File: config.mk
export PLATFORM = sky130hd
export DESIGN_NAME = sat_packer_flat
export DESIGN_NICKNAME = d
export VERILOG_FILES = /design/src/rtl/sat_packer_if.sv /design/src/rtl/sat_packer.sv /design/src/flat_wrapper.sv
export SDC_FILE = /design/constraint.sdc
export NUM_CORES = 1
export LEC_CHECK = 0
export ABC_AREA = 1
export BUFFER_PORTS_ARGS = -buffer_cell sky130_fd_sc_hd__buf_2
export CELL_PAD_IN_SITES_DETAIL_PLACEMENT = 1
export CELL_PAD_IN_SITES_GLOBAL_PLACEMENT = 2
export CORE_MARGIN = 4
export CORE_UTILIZATION = 37
export DETAILED_ROUTE_END_ITERATION = 8
export GPL_TIMING_DRIVEN = 1
export PLACE_DENSITY = 0.85
export SLEW_MARGIN = 20
export SYNTH_ARGS = -nofsm -noshare
export SYNTH_HDL_FRONTEND = slang
export SYNTH_SLANG_ARGS = --single-unit
File: constraint.sdc
create_clock -name clk -period 4.15 [get_ports clk]
set_clock_uncertainty 0.2 [all_clocks]
set_input_delay 0.6225 -clock clk [delete_from_list [all_inputs] [get_ports clk]]
set_output_delay 0.6225 -clock clk [all_outputs]
set_load 0.05 [all_outputs]
File: src/rtl/sat_packer_if.sv
// Stream bundle for sat_packer: filtered sample input plus the packed-word
// ready/valid output toward the bus/DMA writer.
interface sat_packer_if #(
    parameter int DATA_W = 4,
    parameter int PACK_N = 4
);
    localparam int CW = $clog2(PACK_N + 1);

    logic                       in_valid;
    logic [DATA_W-1:0]          in_data;
    logic                       in_ovf;
    logic                       flush;
    logic                       out_valid;
    logic                       out_ready;
    logic [DATA_W*PACK_N-1:0]   out_data;
    logic [PACK_N-1:0]          out_ovf_mask;
    logic [CW-1:0]              out_count;

    modport slave (
        input  in_valid, in_data, in_ovf, flush, out_ready,
        output out_valid, out_data, out_ovf_mask, out_count
    );

    modport master (
        output in_valid, in_data, in_ovf, flush, out_ready,
        input  out_valid, out_data, out_ovf_mask, out_count
    );
endinterface

File: src/rtl/sat_packer.sv
// Packs PACK_N filtered samples (plus per-lane overflow flags) into wide words,
// buffers them in a small FIFO and drops input samples when no room is left.
module sat_packer #(
    parameter int DATA_W     = 4,
    parameter int PACK_N     = 4,
    parameter int FIFO_DEPTH = 4,
    parameter int CNT_W      = 16
) (
    input  logic             clk,
    input  logic             rst_n,
    sat_packer_if.slave      bus,
    output logic             full,
    output logic [CNT_W-1:0] ovf_cnt,
    output logic [CNT_W-1:0] drop_cnt
);
    localparam int KW = (PACK_N > 1) ? $clog2(PACK_N) : 1;
    localparam int CW = $clog2(PACK_N + 1);
    localparam int AW = (FIFO_DEPTH > 1) ? $clog2(FIFO_DEPTH) : 1;
    localparam int WW = DATA_W * PACK_N;
    localparam logic [CW-1:0] C_PACK  = CW'(PACK_N);
    localparam logic [AW:0]   C_DEPTH = (AW + 1)'(FIFO_DEPTH);

    logic [WW-1:0]     r_asm_data;
    logic [PACK_N-1:0] r_asm_mask;
    logic [KW-1:0]     r_k;

    logic [WW-1:0]     r_mem_data [FIFO_DEPTH];
    logic [PACK_N-1:0] r_mem_mask [FIFO_DEPTH];
    logic [CW-1:0]     r_mem_cnt  [FIFO_DEPTH];
    logic [AW-1:0]     r_wr_ptr;
    logic [AW-1:0]     r_rd_ptr;
    logic [AW:0]       r_count;
    logic [CNT_W-1:0]  r_ovf_cnt;
    logic [CNT_W-1:0]  r_drop_cnt;

    logic [CW-1:0]     w_sum;
    logic [WW-1:0]     w_word_data;
    logic [PACK_N-1:0] w_word_mask;
    logic              w_pop;
    logic              w_push_req;
    logic              w_room;
    logic              w_push;
    logic              w_blocked;
    logic              w_accept;

    // The candidate word already includes this cycle's sample in lane k.
    always_comb begin
        w_word_data = r_asm_data;
        w_word_mask = r_asm_mask;
        for (int i = 0; i < PACK_N; i++) begin
            if (bus.in_valid && (r_k == KW'(i))) begin
                w_word_data[i*DATA_W +: DATA_W] = bus.in_data;
                w_word_mask[i]                  = bus.in_ovf;
            end else begin
                w_word_data[i*DATA_W +: DATA_W] = r_asm_data[i*DATA_W +: DATA_W];
                w_word_mask[i]                  = r_asm_mask[i];
            end
        end
    end

    // Push/pop decision; a blocked push freezes assembly and drops the sample.
    always_comb begin
        w_sum      = CW'(r_k) + CW'(bus.in_valid);
        w_pop      = (r_count != {(AW + 1){1'b0}}) && bus.out_ready;
        w_push_req = (w_sum == C_PACK) || (bus.flush && (w_sum != {CW{1'b0}}));
        w_room     = (r_count != C_DEPTH) || w_pop;
        w_push     = w_push_req && w_room;
        w_blocked  = w_push_req && !w_room;
        w_accept   = bus.in_valid && !w_blocked;
    end

    // Assembly register and lane counter.
    always_ff @(posedge clk) begin
        if (!rst_n) begin
            r_asm_data <= {WW{1'b0}};
            r_asm_mask <= {PACK_N{1'b0}};
            r_k        <= {KW{1'b0}};
        end else if (w_push) begin
            r_asm_data <= {WW{1'b0}};
            r_asm_mask <= {PACK_N{1'b0}};
            r_k        <= {KW{1'b0}};
        end else if (w_accept) begin
            r_asm_data <= w_word_data;
            r_asm_mask <= w_word_mask;
            r_k        <= r_k + KW'(1'b1);
        end else begin
            r_asm_data <= r_asm_data;
            r_asm_mask <= r_asm_mask;
            r_k        <= r_k;
        end
    end

    // Packed-word FIFO; storage is cleared on reset so outputs read zero.
    always_ff @(posedge clk) begin
        if (!rst_n) begin
            for (int i = 0; i < FIFO_DEPTH; i++) begin
                r_mem_data[i] <= {WW{1'b0}};
                r_mem_mask[i] <= {PACK_N{1'b0}};
                r_mem_cnt[i]  <= {CW{1'b0}};
            end
            r_wr_ptr <= {AW{1'b0}};
            r_rd_ptr <= {AW{1'b0}};
            r_count  <= {(AW + 1){1'b0}};
        end else begin
            if (w_push) begin
                r_mem_data[r_wr_ptr] <= w_word_data;
                r_mem_mask[r_wr_ptr] <= w_word_mask;
                r_mem_cnt[r_wr_ptr]  <= w_sum;
                r_wr_ptr             <= r_wr_ptr + AW'(1'b1);
            end else begin
                r_wr_ptr <= r_wr_ptr;
            end
            if (w_pop) begin
                r_rd_ptr <= r_rd_ptr + AW'(1'b1);
            end else begin
                r_rd_ptr <= r_rd_ptr;
            end
            case ({w_push, w_pop})
                2'b10:   r_count <= r_count + (AW + 1)'(1'b1);
                2'b01:   r_count <= r_count - (AW + 1)'(1'b1);
                default: r_count <= r_count;
            endcase
        end
    end

    // Saturating statistics counters.
    always_ff @(posedge clk) begin
        if (!rst_n) begin
            r_ovf_cnt  <= {CNT_W{1'b0}};
            r_drop_cnt <= {CNT_W{1'b0}};
        end else begin
            if (w_accept && bus.in_ovf && (r_ovf_cnt != {CNT_W{1'b1}})) begin
                r_ovf_cnt <= r_ovf_cnt + CNT_W'(1'b1);
            end else begin
                r_ovf_cnt <= r_ovf_cnt;
            end
            if (bus.in_valid && w_blocked && (r_drop_cnt != {CNT_W{1'b1}})) begin
                r_drop_cnt <= r_drop_cnt + CNT_W'(1'b1);
            end else begin
                r_drop_cnt <= r_drop_cnt;
            end
        end
    end

    assign bus.out_valid    = (r_count != {(AW + 1){1'b0}});
    assign bus.out_data     = r_mem_data[r_rd_ptr];
    assign bus.out_ovf_mask = r_mem_mask[r_rd_ptr];
    assign bus.out_count    = r_mem_cnt[r_rd_ptr];
    assign full             = (r_count == C_DEPTH);
    assign ovf_cnt          = r_ovf_cnt;
    assign drop_cnt         = r_drop_cnt;
endmodule
File: src/flat_wrapper.sv
// flat-port wrapper written by rule: the top's interface ports become plain ports
module sat_packer_flat 
#(
    parameter int DATA_W     = 4,
    parameter int PACK_N     = 4,
    parameter int FIFO_DEPTH = 4,
    parameter int CNT_W      = 16
)
  (clk, rst_n, full, ovf_cnt, drop_cnt, bus_in_valid, bus_in_data, bus_in_ovf, bus_flush, bus_out_ready, bus_out_valid, bus_out_data, bus_out_ovf_mask, bus_out_count);
  sat_packer_if #(.DATA_W(DATA_W), .PACK_N(PACK_N)) bus_i ();
  input  logic clk;
  input  logic rst_n;
  output logic full;
  output logic [CNT_W-1:0] ovf_cnt;
  output logic [CNT_W-1:0] drop_cnt;
  input wire logic [$bits(bus_i.in_valid)-1:0] bus_in_valid;
  input wire logic [$bits(bus_i.in_data)-1:0] bus_in_data;
  input wire logic [$bits(bus_i.in_ovf)-1:0] bus_in_ovf;
  input wire logic [$bits(bus_i.flush)-1:0] bus_flush;
  input wire logic [$bits(bus_i.out_ready)-1:0] bus_out_ready;
  output wire logic [$bits(bus_i.out_valid)-1:0] bus_out_valid;
  output wire logic [$bits(bus_i.out_data)-1:0] bus_out_data;
  output wire logic [$bits(bus_i.out_ovf_mask)-1:0] bus_out_ovf_mask;
  output wire logic [$bits(bus_i.out_count)-1:0] bus_out_count;
  assign bus_i.in_valid = bus_in_valid;
  assign bus_i.in_data = bus_in_data;
  assign bus_i.in_ovf = bus_in_ovf;
  assign bus_i.flush = bus_flush;
  assign bus_i.out_ready = bus_out_ready;
  assign bus_out_valid = bus_i.out_valid;
  assign bus_out_data = bus_i.out_data;
  assign bus_out_ovf_mask = bus_i.out_ovf_mask;
  assign bus_out_count = bus_i.out_count;
  sat_packer #(.DATA_W(DATA_W), .PACK_N(PACK_N), .FIFO_DEPTH(FIFO_DEPTH), .CNT_W(CNT_W)) u_core (.clk(clk), .rst_n(rst_n), .bus(bus_i), .full(full), .ovf_cnt(ovf_cnt), .drop_cnt(drop_cnt));
endmodule
Word level (Yosys, flattened, before mapping)

Memories as Yosys holds them, arrays and structs flattened. A register that Yosys moved wholly into a read port is not among the register bits.
Cells that the tools add are included.

Memories: 3
Input port bits: 10
Memory bits (writable): 92
Flip-flop bits (word level): 61
Word-level logic and storage cells: 83
Output and inout bits: 57

$add $sub $neg: 8
Bitwise gates (word level): 1
Multiplexer cells: 28
Reductions and logical operators: 25
Eq/ne operators: 10

Memory list:

| name              | depth | width | read ports | clocked after Yosys merged registers in | write ports | line             | RTL |
|---|---|---|---|---|---|---|---|
| u_core.r_mem_data | 4     | 16    | 1          | 1                                       | 4           | sat_packer.sv:27 | `logic [WW-1:0] r_mem_data [FIFO_DEPTH];` |
| u_core.r_mem_mask | 4     | 4     | 1          | 1                                       | 4           | sat_packer.sv:28 | `logic [PACK_N-1:0] r_mem_mask [FIFO_DEPTH];` |
| u_core.r_mem_cnt  | 4     | 3     | 1          | 1                                       | 4           | sat_packer.sv:29 | `logic [CW-1:0] r_mem_cnt [FIFO_DEPTH];` |

Operator list:

| cell                                                               | number |
|---|---|
| 16-bit by 1-bit adder with 16-bit output, second input constant    | 2 |
| 16-bit inequality test, second input constant                      | 2 |
| 4-bit two-way mux                                                  | 5 |
| 2-bit two-way mux                                                  | 9 |
| 16-bit two-way mux                                                 | 1 |
| 16-bit OR reduction                                                | 1 |
| 1-bit logical AND                                                  | 13 |
| 1-bit two-way mux                                                  | 11 |
| 2-bit by 1-bit adder with 2-bit output, second input constant      | 3 |
| 2-bit == test, second input constant                               | 3 |
| 3-bit == test, second input constant                               | 2 |
| 3-bit case mux with 2 select lines                                 | 1 |
| 3-bit nonzero test                                                 | 2 |
| 2-bit by 1-bit == test with 1-bit output, second input constant    | 2 |
| 4-bit OR reduction                                                 | 1 |
| 2-bit by 1-bit adder with 3-bit output                             | 1 |
| 3-bit by 1-bit adder with 3-bit output, second input constant      | 1 |
| 3-bit two-way mux                                                  | 1 |
| 3-bit inequality test, second input constant                       | 1 |
| 3-bit OR reduction                                                 | 1 |
| 3-bit by 1-bit subtractor with 3-bit output, second input constant | 1 |
| 1-bit logical NOT                                                  | 2 |
| 2-bit logical NOT                                                  | 1 |
| 1-bit logical OR                                                   | 2 |
| other kinds (3)                                                    | 3 |

Longest topological paths before layout

Depth after elaboration: 10
Depth in mapped cells: 12
Depth with buffers taken out: 12

Worst setup path after synthesis

No wires, ideal clock.

Path type: input port to flip-flop
Start point: in bus_in_valid
End point: mem u_core.r_mem_cnt[3][0] (netlist bit) (enable)
Path buffers: 0
Arrival time: 3,252 ps
Slack: 259 ps
Cell stages on the path: 7
Setup time: 439 ps
Data required time: 3,511 ps
Cell sequence: ha_1 ha_1 nor2_1 nand2_1 nand2_2 nand2_4 o31ai_1

RTL lines:

| item            | line               | RTL |
|---|---|---|
| start, declared | flat_wrapper.sv:16 | `input wire logic [$bits(bus_i.in_valid)-1:0] bus_in_valid;` |
| end, declared   | sat_packer.sv:29   |  |

==> metrics.yaml <==
maxSlewViolCount: 0
startpoint_type: "flip-flop"
nFillCells: 2355
grt_pass1_vias: 6072
cts-root-buf: "clkbuf_16"
final_cell_mix: "183 x nor2_1, 111 x nand2_1, 92 x edfxtp_1"
max_freq_mhz: 319
drive_gt1_share_pct: 21.0
r2r-start: "u_core.r_k[0]"
wl_per_cell_microns: 16.2
drtIter0Drc: 287
synth_cell_types: 39
clk_latency_ns: 0.42
start_util_pct: 37.5
holdWs_ns: 0.280
hold_class: "reg -> reg"
crit_chain: "buf_4 -> clkinv_1 -> buf_4 -> o21ai_0 -> o22ai_1 -> buf_2"
post-route-period-util_pct: 75.6
cp_slowest_cell: "buf_4"
arrival_ns: 2.31
mostFrequentLayoutCell: "nor2_1"
relSlewSlack_pct: 31.4
rsz0062_at_grt: "false"
tritoncts: "done"
drtAntennaViolNets: 0
ctsHoldBuffers: 0
synth_top_cell_by_area: "edfxtp_1"
io_buffers: 66
grt_max_degree: 48
vias: 5814
worstMarginPinSlew_ns: 1.03
yosysWarnings: 0
antennaDiodeCount: 0
leakage_uw: 0.00338
status: "complete, no violations"
finalSetupTns_ns: 0
netlist_area_sq_mm: 0.00757
max_cap_viol_count: 0
grt_first_pass_wirelength_mm: 31.7
ys_seq_area_share_pct: 53.2
drt_pass1_iterations: 4
die_w_microns: 151
peakVddDrop_uv: 354
cts_max_path_buffers: 2
overflow: 0
drc: 0
avgViaCountPerCell: 4.94
core_sq_mm: 0.0202
cp_max_fo: 47
numCtsBuffers: 17
antenna_found_initial: 0
cts_setup_buffers: 0
critPathTopFamily: "buffers and inverters"
routed_wl_mm: 19.1
syn_to_final_growth_pct: 15.7
path_clk_slew_ns: 0.07
hpwl_mm: 12.8
cpPeakStageDelay_ns: 0.40
grt_use_total_pct: 17.7
fin_nets: 914
gp_congestion: 0.754
worst-path-buf-inv: 4
critical_path_class: "reg -> out"
syn_avg_cell_area_sq_um: 9.08
period_minus_slack_ns: 3.14
io-pin-count: 67
cts_sinks: 155
synthTopCellsByArea: "edfxtp_1 37%, dfxtp_1 17%, nor2_1 9.1%, nand2_1 5.5%, o21ai_0 4.0%"
ys_seq_elements: 155
die_area_sq_mm: 0.0228
netlist.area_leader.share_pct: 36.5
end_kind: "output port"
cts_resized: 0
synth_fp_nets: 852
rows: 52
htree_num_levels: 4
powerDensity_mw_per_mm2: 501
die_h_microns: 151
min_from: "u_core.r_rd_ptr[0]"
finalSetupViolCount: 0
crit_path_frequent_cell: "buf_4"
synthCells: 833
hold_viol: 0
crit_required_ns: 3.33
==> cell usage after synthesis <==
cell type and instances:
buf_2 8, nand3_1 21, fa_1 1, o31ai_1 1, ha_1 8, dfxtp_1 63, nor3_1 4, a21oi_2 7
nand3b_4 1, buf_6 6, nand3_2 1, a211oi_1 10, inv_1 55, nand2_2 13, nand2_4 2, clkinv_1 1
nand4_1 9, o22ai_1 24, edfxtp_1 92, a211oi_2 5, clkbuf_1 20, nand3b_1 4, nor3_2 2, mux2i_1 20
o21bai_1 2, o21ai_1 4, xor2_1 4, buf_1 2, nor2_4 21, inv_2 17, nor2_2 6, xnor2_1 9
nand4_4 1, nor2_1 183, and2_1 2, a21oi_1 31, o21ai_4 1, o21ai_0 61, nand2_1 111
==> metal layers <==
| layer | vias to the layer above | global-route usage [%] | share of wire, % | routed length, microns |
|---|---|---|---|---|
| met3 | 16 | 3.23 | 3.4 | 649 |
| met5 | - | 0 | 0 | 0 |
| met1 | 2789 | 22.6 | 45 | 8670 |
| li1 | 2911 | - | - | - |
| met2 | 98 | 30.9 | 50 | 9540 |
| met4 | 0 | 4.99 | 1.1 | 207 |
==> kinds of logic after synthesis <==
group | after synthesis | share of synthesized area (%)
xor gates and xnor gates | 13 | 1.50
AOI/OAI and AO/OA | 146 | 11.5
buffers and inverters | 109 | 6.13
and+or+nand+nor | 381 | 23.5
adders and majority gates | 9 | 1.59
DFF | 155 | 53.2
muxes | 20 | 2.65
==> through the flow <==
step / util [%] / total power (uW) / instance area (sq um) / setup WS, ns / instances
after floorplan: - / 2620 / 7570 / 0.259 / 833
after global placement: 40.5 / 2860 / 8160 / 1.09 / 1146
after detailed placement: 40.5 / 2890 / 8160 / 0.987 / 1146
after CTS: 43.4 / 4440 / 8760 / 0.969 / 1178
after global routing: 43.4 / 4600 / 8760 / 0.786 / 1178
final: 43.4 / 4390 / 8760 / 1.01 / 1178
==> cell type report <==
cell class	instances	area [sq um]	share of cell area, %
flip-flops and latches	155	4020	45.9
repair buffers	79	428	4.89
inverters	73	274	3.13
clock inverters	15	169	1.93
multi-input cells	569	3100	35.4
well taps	270	338	3.86
clock buffers	17	425	4.86
==> worst paths after layout <==
path	to	slack, ns	cells past startpoint
setup / recovery	bus_out_count[2]	1.01	6
hold / removal	u_core.r_rd_ptr[0]	0.28	1
setup reg to reg	u_core.r_asm_data[11]	1.43	10
hold reg to reg	u_core.r_rd_ptr[0]	0.28	1
==> sequential cells by signal, summed over array words and instances (netlist names), named ones only <==
| register | cells |
|---|---|
| u_core.r_mem_cnt | 12 |
| u_core.r_asm_mask | 4 |
| u_core.r_mem_data | 64 |
| u_core.drop_cnt | 16 |
| u_core.r_wr_ptr | 2 |
| u_core.r_k | 2 |
| u_core.r_asm_data | 16 |
| u_core.r_mem_mask | 16 |
| u_core.ovf_cnt | 16 |
| u_core.r_rd_ptr | 2 |
| u_core.r_count | 3 |
==> power by group <==
group	internal [uW]	switching (uW)	total, uW
clock network	813	737	1550
logic	241	821	1060
registers	1730	50.0	1780
total	2780	1610	4390
Power figures use the tool's default switching activity.
